## config.mk

```make
export PLATFORM = sky130hd
export DESIGN_NAME = timer
export DESIGN_NICKNAME = d
export VERILOG_FILES = /design/src/rtl/timer_pkg.sv /design/src/rtl/timer_prescaler.sv /design/src/rtl/timer.sv
export SDC_FILE = /design/constraint.sdc
export NUM_CORES = 1
export LEC_CHECK = 0
export ABC_CLOCK_PERIOD_IN_PS = 5300
export BUFFER_PORTS_ARGS = -buffer_cell sky130_fd_sc_hd__buf_2
export CAP_MARGIN = 20
export CORE_MARGIN = 5
export CORE_UTILIZATION = 45
export CTS_CLUSTER_SIZE = 20
export DETAILED_ROUTE_END_ITERATION = 7
export GPL_TIMING_DRIVEN = 1
export HOLD_SLACK_MARGIN = 0.03
export PLACE_DENSITY_LB_ADDON = 0.3
export REMOVE_ABC_BUFFERS = 1
export SETUP_SLACK_MARGIN = 0.1
export SLEW_MARGIN = 20
export SYNTH_ARGS = -nofsm -noshare
export SYNTH_HDL_FRONTEND = slang
export SYNTH_SLANG_ARGS = --single-unit
```

## constraint.sdc

```tcl
create_clock -name clock -period 5.3 [get_ports clock]
set_input_delay 0.265 -clock clock [delete_from_list [all_inputs] [get_ports clock]]
set_output_delay 0.265 -clock clock [all_outputs]
set_load 0.005 [all_outputs]
```

## src/rtl/timer_pkg.sv

```systemverilog
`default_nettype none
// ============================================================================
// timer_pkg : shared digit types and BCD limits for the cook timer
// Rev 1.0
// ============================================================================
package timer_pkg;

    localparam int         DIGIT_W      = 4;
    localparam logic [3:0] BCD_MAX      = 4'd9;
    localparam logic [3:0] SEC_TENS_MAX = 4'd5;

    typedef logic [DIGIT_W-1:0] digit_t;

    typedef struct packed {
        digit_t min_tens;
        digit_t min_ones;
        digit_t sec_tens;
        digit_t sec_ones;
    } bcd_time_t;

    function automatic logic is_digit(input digit_t d);
        return d <= BCD_MAX;
    endfunction

endpackage
`default_nettype wire

```

## src/rtl/timer_prescaler.sv

```systemverilog
`default_nettype none
// ============================================================================
// timer_prescaler : divides the clock down to a one-second tick
// Rev 1.0
// ============================================================================
module timer_prescaler #(
    parameter int TICK_DIV = 100
) (
    input  logic clock,
    input  logic clear,
    input  logic flush_i,
    input  logic count_i,
    output logic tick_o
);

    localparam int               CNT_W    = (TICK_DIV > 1) ? $clog2(TICK_DIV) : 1;
    localparam logic [CNT_W-1:0] TERMINAL = CNT_W'(TICK_DIV - 1);

    logic [CNT_W-1:0] cnt_q;
    logic [CNT_W-1:0] cnt_d;

    always_comb begin
        cnt_d = cnt_q;
        if (flush_i) begin
            cnt_d = '0;
        end else if (count_i) begin
            cnt_d = (cnt_q == TERMINAL) ? '0 : cnt_q + CNT_W'(1);
        end
    end

    assign tick_o = count_i && !flush_i && (cnt_q == TERMINAL);

    always_ff @(posedge clock) begin
        if (clear) begin
            cnt_q <= '0;
        end else begin
            cnt_q <= cnt_d;
        end
    end

endmodule
`default_nettype wire

```

## src/rtl/timer.sv

```systemverilog
`default_nettype none
// ============================================================================
// timer : four-digit BCD MM:SS cook timer with keypad shift-in and countdown
// Rev 1.0
// ============================================================================
module timer
    import timer_pkg::*;
#(
    parameter int TICK_DIV = 100
) (
    input  logic         clock,
    input  logic         clear,
    input  logic [3:0]   data_in,
    input  logic         loadn,
    input  logic         enable,
    output logic [3:0]   sec_ones,
    output logic [3:0]   sec_tens,
    output logic [3:0]   min_ones,
    output logic [3:0]   min_tens,
    output logic         zero,
    output logic         done
);

    bcd_time_t time_q;
    bcd_time_t time_d;
    logic      done_q;
    logic      done_d;
    logic      tick;
    logic      zero_w;

    assign zero_w = (time_q == '0);

    // Prescaler stays flushed while loading or parked at 00:00.
    timer_prescaler #(
        .TICK_DIV (TICK_DIV)
    ) u_prescaler (
        .clock   (clock),
        .clear   (clear),
        .flush_i (!loadn || zero_w),
        .count_i (loadn && enable && !zero_w),
        .tick_o  (tick)
    );

    always_comb begin
        time_d = time_q;
        done_d = 1'b0;
        if (!loadn) begin
            if (is_digit(data_in)) begin
                time_d = {time_q.min_ones, time_q.sec_tens, time_q.sec_ones, data_in};
            end
        end else if (tick) begin
            if (time_q.sec_ones != 4'd0) begin
                time_d.sec_ones = time_q.sec_ones - 4'd1;
            end else begin
                time_d.sec_ones = BCD_MAX;
                if (time_q.sec_tens != 4'd0) begin
                    time_d.sec_tens = time_q.sec_tens - 4'd1;
                end else begin
                    time_d.sec_tens = SEC_TENS_MAX;
                    if (time_q.min_ones != 4'd0) begin
                        time_d.min_ones = time_q.min_ones - 4'd1;
                    end else begin
                        time_d.min_ones = BCD_MAX;
                        time_d.min_tens = time_q.min_tens - 4'd1;
                    end
                end
            end
            done_d = (time_d == '0);
        end
    end

    always_ff @(posedge clock) begin
        if (clear) begin
            time_q <= '0;
            done_q <= 1'b0;
        end else begin
            time_q <= time_d;
            done_q <= done_d;
        end
    end

    assign sec_ones = time_q.sec_ones;
    assign sec_tens = time_q.sec_tens;
    assign min_ones = time_q.min_ones;
    assign min_tens = time_q.min_tens;
    assign zero     = zero_w;
    assign done     = done_q;

endmodule
`default_nettype wire

```

==> results of run 1 <==
## cells in the mapped netlist, types with 2 or more instances
cell type	number	share of area [%]
ha_1	3	2.4
mux2i_1	5	3.2
a311o_1	5	3.2
nand3_1	6	1.9
nand2b_1	8	3.2
o21a_1	4	1.9
and3_1	5	2.0
or2_2	3	1.2
buf_6	3	2.2
nand4_1	6	2.4
or3_4	2	1.4
nor4_1	3	1.2
o21bai_1	2	0.97
o32ai_1	2	1.1
xor2_1	6	3.4
nor2_1	19	4.6
buf_1	2	0.48
a21boi_0	2	0.97
nand2_1	12	2.9
inv_1	4	0.97
nand4b_1	2	1.1
clkbuf_1	6	1.4
nand3b_1	2	0.97
a21o_1	4	1.9
a21oi_1	16	5.1
o21ai_0	10	3.2
buf_2	3	0.97
or3_1	3	1.2
and2_1	2	0.80
dfxtp_1	24	31
nor3_2	2	1.3
nor2b_1	2	0.80
## worst reg2reg max path: cells and delay by family, from the launching register on
kind	cells	cell delay [ps]
flip-flops	1	360
AND/OR/NAND/NOR	2	550
buffers and inverters	1	140
AO/OA/AOI/OAI	3	1120
adder cells (fa/ha/maj)	1	170
## kinds of logic after synthesis
kind of cell	after synthesis
muxes	5
adders and majority gates	3
AOI/OAI and AO/OA	49
and+or+nand+nor	84
DFF	24
xor gates and xnor gates	7
buffers and inverters	18
## cell usage in the layout, fill, tap and decap left out, types with 2 or more instances in the layout
cell type   n
a311o_1     5
or2_2       3
o21ai_0    10
and3_1      5
nand2_1    12
dfxtp_1    24
clkbuf_4    3
inv_1       4
buf_2      25
nor3_2      2
a21boi_0    2
ha_1        3
o21a_1      4
mux2i_1     5
nand3b_1    2
or3_4       2
or3_1       3
nor2_1     19
nor4_1      3
nand4b_1    2
xor2_1      6
a21o_1      4
nand4_1     6
o32ai_1     2
nor2b_1     2
a21oi_1    16
o21bai_1    2
and2_1      2
nand3_1     6
nand2b_1    8
## final cells by class
| type | count | share of cell area [%] |
|---|---|---|
| multi-input combinational | 148 | 58.3 |
| tap | 46 | 3.42 |
| clock buffer | 3 | 1.34 |
| sequential | 24 | 28.6 |
| timing repair buffer | 25 | 7.44 |
| inverter | 4 | 0.893 |
## stage by stage
stage,setup WS (ps),utilization (%)
2_1_floorplan,3320,-
3_3_place_gp,3050,49.7
3_5_place_dp,2920,49.7
4_1_cts,2890,50.4
5_1_grt,2620,50.4
6_report,2880,50.4
## routing by layer
layer | vias to the layer above | wire, microns | global-route usage, %
met1 | 663 | 1590 | 21.6
met2 | 24 | 1620 | 26.2
li1 | 714 | - | -
met5 | - | 0 | 0
met3 | 2 | 149 | 3.89
met4 | 0 | 17 | 2.19
## power by group through the flow
stage	Combinational, uW	Sequential, uW	Clock [uW]
finish	119	203	79.1
global route	134	205	92.0
CTS	119	203	83.2
detailed placement	118	207	0
global placement	119	206	0
floorplan	83.2	204	0
## worst paths after layout
check	cells past startpoint	from	end	slack (ps)
worst min-delay path	3	enable	u_prescaler.cnt_q[1]	250
worst min register to register	2	sec_tens[1]	sec_tens[1]	540
worst max-delay path	7	min_tens[1]	min_tens[1]	2880
worst max register to register	7	min_tens[1]	min_tens[1]	2880
## state kept, by name, indices dropped and copies added (netlist names)
| register | flops |
|---|---|
| done | 1 |
| min_ones | 4 |
| min_tens | 4 |
| sec_ones | 4 |
| sec_tens | 4 |
| u_prescaler.cnt_q | 7 |
==> impl_results.md, run 1 <==
- Count of cells resized by post-cts repair: 0
- FP Rows: 21
- YS warnings: 0
- Routed Antenna Nets: 0
- Placed inst area: 0.00166 sq mm
- Seq pwr share: 50.6%
- Worst Tran Pin Value: 755 ps
- Synthesized flop and latch total: 24
- Initial drt markers: 112
- EDFF count, synth: 0
- Simple-gate share of the synthesized area: 31.7%
- Clock Power Share: 19.7%
- Worst path cell trace: inv_1, ha_1, nor4b_2, nand4_2, a31oi_4, a21oi_1, a221oi_2
- Vias in the first global route: 1221
- Synth Area in Compound Gates: 21.8%
- Post-DP HPWL: 2340 microns
- Tightest Hold Check Type: in2reg
- Die ar.: 0.00473 sq mm
- CP Capture Type: register
- Nets: 217
- Post-route cell area: 0.00168 sq mm
- DIE WIDTH: 68.8 microns
- WHS: 254 ps
- Final-layout fill cell count: 345
- Slowest CP cell: a31oi_4
- Worst Path Arrival: 2650 ps
- Finish-stage setup viols: 0
- Final Cycle Share: 45.6%
- Total GRT Usage: 15.9%
- Area of the multi-input gates: 981 sq um
- Clock tree from TritonCTS: built
- Chip height: 68.8 microns
- Global-route wire length before repair: 5820 microns
- Critical path type: reg2reg
- Worst-path clk slew: 130 ps
- Worst slew margin: 49.7%
- Status: finished clean
- TNS Setup: 0 ps
- IO Pins: 26
- CTS Hold Bufs: 0
- Layout cells sized above 1: 20.1%
- Htree depth: 1
- Pins over their slew limit: 0
- CTS buffer count: 3
- Synth cell types: 44
- Drt pass-1 iters: 4
- RSZ-0062 raised after global routing: no
- Root Driver: clkbuf_4
- Max Fclk: 414 MHz
- DR vias: 1403
- Worst Clk Skew: 5.41 ps
- Critical Path RT: 5530 ps
- Net Sw Power: 134 uW
- WL per Instance: 13.5 microns
- Xor-xnor portion of the synthesized cell area: 3.94%
- Logic pwr share: 29.6%
- PortBufs: 25
- DRC: 0
- Inst Count DP: 247
- Largest net degree at the start of global routing: 46
- Maximum vdd ir drop: 0.214 mV
- Mux cell area share after synthesis: 3.22%
- Register area share after synthesis: 30.9%
- Max Fanout on Critical Path: 30
- Largest family of logic cells by synthesized area: simple AND/OR/NAND/NOR gates
- Pwr Density: 238 mW/mm^2
- ANT cells: 0
- CP top delay family: compound AO/OA/AOI/OAI gates
- Fin. Hold Viols: 0
- Worst path bufs/invs: 1
- Vias per cell: 5.61
- Switch share: 33.4%
- Int Pwr: 267 uW
- Mapped Cells: 190
- Max_cap viols: 0
- Overall Power: 401 uW
- Cell Count, Final, Fillers Out: 250
- Async set-reset flop share out of synthesis: 0%
- Reg area: 480 sq um
- Initial antenna violation count: 0
- Total routed wirelength: 3380 microns
- Starting Density: 46.6%
- Clock tree buffer depth: 2
- Post-CTS Setup Repair Bufs: 0
- Layout area overhead: 8.13%
- Syn_area_per_cell: 8.19 sq um
- Core area: 0.00334 sq mm
- GRT overflow: 0
- Pleak: 0.000659 uW
- Synth Area in Adders: 2.41%
- Cell area after synthesis: 0.00156 sq mm
- GP Congestion: 0.818
- Crit path time final: 2420 ps
- Sink Count: 24
- Max incr delay on CP: 730 ps
- Synth Flop Type: dfxtp_1
- Critical Path Source Type: register
- Clk_lat worst skew: 310 ps
No activity file was read; power rests on OpenSTA's default activity.
==> run 2, diff against run 1 <==
--- a/config.mk
+++ b/config.mk
@@ -5,7 +5,8 @@
 export SDC_FILE = /design/constraint.sdc
 export NUM_CORES = 1
 export LEC_CHECK = 0
-export ABC_CLOCK_PERIOD_IN_PS = 5300
+export ABC_AREA = 1
+export ABC_CLOCK_PERIOD_IN_PS = 2150
 export BUFFER_PORTS_ARGS = -buffer_cell sky130_fd_sc_hd__buf_2
 export CAP_MARGIN = 20
 export CORE_MARGIN = 5
==> constraint.sdc (replaced) <==
create_clock -name clock -period 2.15 [get_ports clock]
set_input_delay 0.1075 -clock clock [delete_from_list [all_inputs] [get_ports clock]]
set_output_delay 0.1075 -clock clock [all_outputs]
set_load 0.005 [all_outputs]
==> run 2 against run 1 <==
Sequential power rose by 150%; via count rose by 29%; highest routed layer unchanged; cell count rose by 42%; clock power rose to 5.2 times the previous value; sequential share of layout area fell by 4.1 points; worst hold slack got worse by 86 ps; register-to-register slack got worse by 2600 ps; non-clock buffer count rose by 5; die area rose by 8.5%; largest cell class unchanged.
==> impl_results.md, run 2 <==
- Overall Power: 1300 uW (was 401 uW)
- FP Rows: 22 (was 21)
- Worst Tran Pin Value: 474 ps (was 755 ps)
- Register area share after synthesis: 28.1% (was 30.9%)
- Global-route wire length before repair: 7150 microns (was 5820 microns)
- Async set-reset flop share out of synthesis: 0% (unchanged)
- Reg2reg path depth: 9 (was 7)
- Pwr Density: 662 mW/mm^2 (was 238 mW/mm^2)
- Worst-path clk slew: 90 ps (was 130 ps)
- Leading cell type in the layout, fill and taps excluded: nand2_1 (was buf_2)
- GRT overflow: 0 (unchanged)
- Vias per cell: 5.07 (was 5.61)
- Clock tree from TritonCTS: built (unchanged)
- IO Pins: 26 (unchanged)
- Area share of the largest cell type after synthesis: 28.1% (was 30.9%)
- Max Fclk: 548 MHz (was 414 MHz)
- Layout cells sized above 1: 16.9% (was 20.1%)
- Die ar.: 0.00513 sq mm (was 0.00473 sq mm)
- Cell Count, Final, Fillers Out: 356 (was 250)
- Synth cell types: 29 (was 44)
- Total GRT Usage: 17.1% (was 15.9%)
- Pleak: 0.000983 uW (was 0.000659 uW)
- CTS buffer count: 3 (unchanged)
- Synth Flop Type: dfxtp_1 (unchanged)
- Total routed wirelength: 4160 microns (was 3380 microns)
- Drt pass-1 iters: 4 (unchanged)
- Worst Clk Skew: 1.90 ps (was 5.41 ps)
- Vias in the first global route: 1648 (was 1221)
- WHS: 167 ps (was 254 ps)
- Worst Hold Depth: 5 (was 3)
- DR vias: 1806 (was 1403)
- Clk_lat worst skew: 280 ps (was 310 ps)
- Post-DP HPWL: 3170 microns (was 2340 microns)
- Initial antenna violation count: 0 (unchanged)
- Fin. Hold Viols: 0 (unchanged)
- Most frequent cells in the layout: 74 x nand2_1, 39 x nor2_1, 35 x inv_1 (was 25 x buf_2, 24 x dfxtp_1, 19 x nor2_1)
- Critical Path RT: 2370 ps (was 5530 ps)
- TNS Setup: 0 ps (unchanged)
- Critical Path Source Type: register (unchanged)
- Layout area overhead: 15.0% (was 8.13%)
- Max Fanout on Critical Path: 20 (was 30)
- GP Congestion: 0.867 (was 0.818)
- Cell area after synthesis: 0.00171 sq mm (was 0.00156 sq mm)
- Synth cell count leaders: 74 x nand2_1, 39 x nor2_1, 35 x inv_1, 26 x nand3_1, 24 x dfxtp_1 (was 24 x dfxtp_1, 19 x nor2_1, 16 x a21oi_1, 12 x nand2_1, 10 x o21ai_0)
- Post-CTS Setup Repair Bufs: 0 (unchanged)
- Core area: 0.00366 sq mm (was 0.00334 sq mm)
- Syn_area_per_cell: 6.11 sq um (was 8.19 sq um)
- Synthesized flop and latch total: 24 (unchanged)
- EDFF count, synth: 0 (unchanged)
- Finish-stage setup viols: 0 (unchanged)
- RSZ-0062 raised after global routing: no (unchanged)
- Nets: 320 (was 217)
- Mapped Cells: 280 (was 190)
- Status: finished clean (unchanged)
- Count of cells resized by post-cts repair: 0 (unchanged)
- Starting Density: 46.7% (was 46.6%)
- Ranking of synthesized cells by area: dfxtp_1 28%, nand2_1 16%, nor2_1 8.6% (was dfxtp_1 31%, a21oi_1 5.1%, nor2_1 4.6%)
- CP Capture Type: register (unchanged)
- Critical path type: reg2reg (unchanged)
- ANT cells: 0 (unchanged)
- Max_cap viols: 0 (unchanged)
- DIE WIDTH: 71.7 microns (was 68.8 microns)
- Largest net degree at the start of global routing: 21 (was 46)
- Final Cycle Share: 84.9% (was 45.6%)
- Max reg flops: 7 (unchanged)
- Routed Antenna Nets: 0 (unchanged)
- YS warnings: 0 (unchanged)
- Inst Count DP: 352 (was 247)
- Top cell type by total area after synthesis: dfxtp_1 (unchanged)
- Clock tree buffer depth: 2 (unchanged)
- WL per Instance: 11.7 microns (was 13.5 microns)
- Sink Count: 24 (unchanged)
- DRC: 0 (unchanged)
- CTS Hold Bufs: 0 (unchanged)
- Worst Path Arrival: 2040 ps (was 2650 ps)
- Pre-CTS setup slack: 359 ps (was 2920 ps)
- Crit path time final: 1820 ps (was 2420 ps)
- Most flop-heavy register: u_prescaler.cnt_q (unchanged)
- Pins over their slew limit: 0 (unchanged)
- Most common cell in the netlist: nand2_1 (was dfxtp_1)
- Initial drt markers: 184 (was 112)
- Root Driver: clkbuf_8 (was clkbuf_4)
- Maximum vdd ir drop: 0.220 mV (was 0.214 mV)
- Fin worst setup slack: 325 ps (was 2880 ps)
- Htree depth: 1 (unchanged)
- Tightest Hold Check Type: in2reg (unchanged)
- PortBufs: 25 (unchanged)
- Worst slew margin: 68.4% (was 49.7%)
- Chip height: 71.7 microns (was 68.8 microns)
==> run 2: cell type report <==
class / count / area [sq um]
multi-input cells: 209 / 1030
repair buffers: 30 / 163
clock buffers: 3 / 41.3
inverters: 41 / 159
well taps: 48 / 60.1
flip-flops and latches: 24 / 480
clock inverters: 1 / 30.0
fillers: 387 / 1690
==> run 2: cells by family after synthesis <==
group           count (synthesis)  synth area share, %
simple gates                  163                 44.3
buf+inv                        47                 11.5
compound gates                 39                 11.9
flops                          24                 28.1
xor+xnor                        4                 2.05
fa+ha+maj                       3                 2.19
==> run 2: worst max-delay path: stages, from the launching register on <==
cell and delay, ps:
dfxtp_1 340, inv_1 130, ha_1 160, nor3b_1 370, nand3_4 140, nand3_4 150
nand2_4 180, nand2_1 120, nand2_1 60, nor2_1 110
==> run 2: power by group <==
part / total (uW) / switching (uW) / internal, uW
Clock: 413 / 164 / 250
Combinational: 381 / 244 / 137
Sequential: 507 / 35.3 / 472
==> run 2: worst paths after layout <==
kind                                            from                    to  slack [ps]
worst min register to register  u_prescaler.cnt_q[1]  u_prescaler.cnt_q[1]         500
worst max-delay path                     min_tens[0]           min_ones[0]         330
worst max register to register           min_tens[0]           min_ones[0]         330
worst min-delay path                      data_in[0]           sec_ones[0]         170
==> run 2: per-layer routing <==
| layer | GRT usage [%] | vias up | routed length, microns |
|---|---|---|---|
| met5 | 0 | - | 0 |
| met4 | 6.05 | 0 | 73 |
| met3 | 2.38 | 7 | 174 |
| met2 | 29.1 | 35 | 1950 |
| met1 | 21.9 | 814 | 1960 |
| li1 | - | 950 | - |
==> run 2: per-stage QoR <==
step                cell area [sq um]  util (%)
floorplan                        1670         -
global placement                 1900      51.8
CTS                              1970      53.7
global route                     1970      53.7
finish                           1970      53.7
detailed placement               1900      51.8
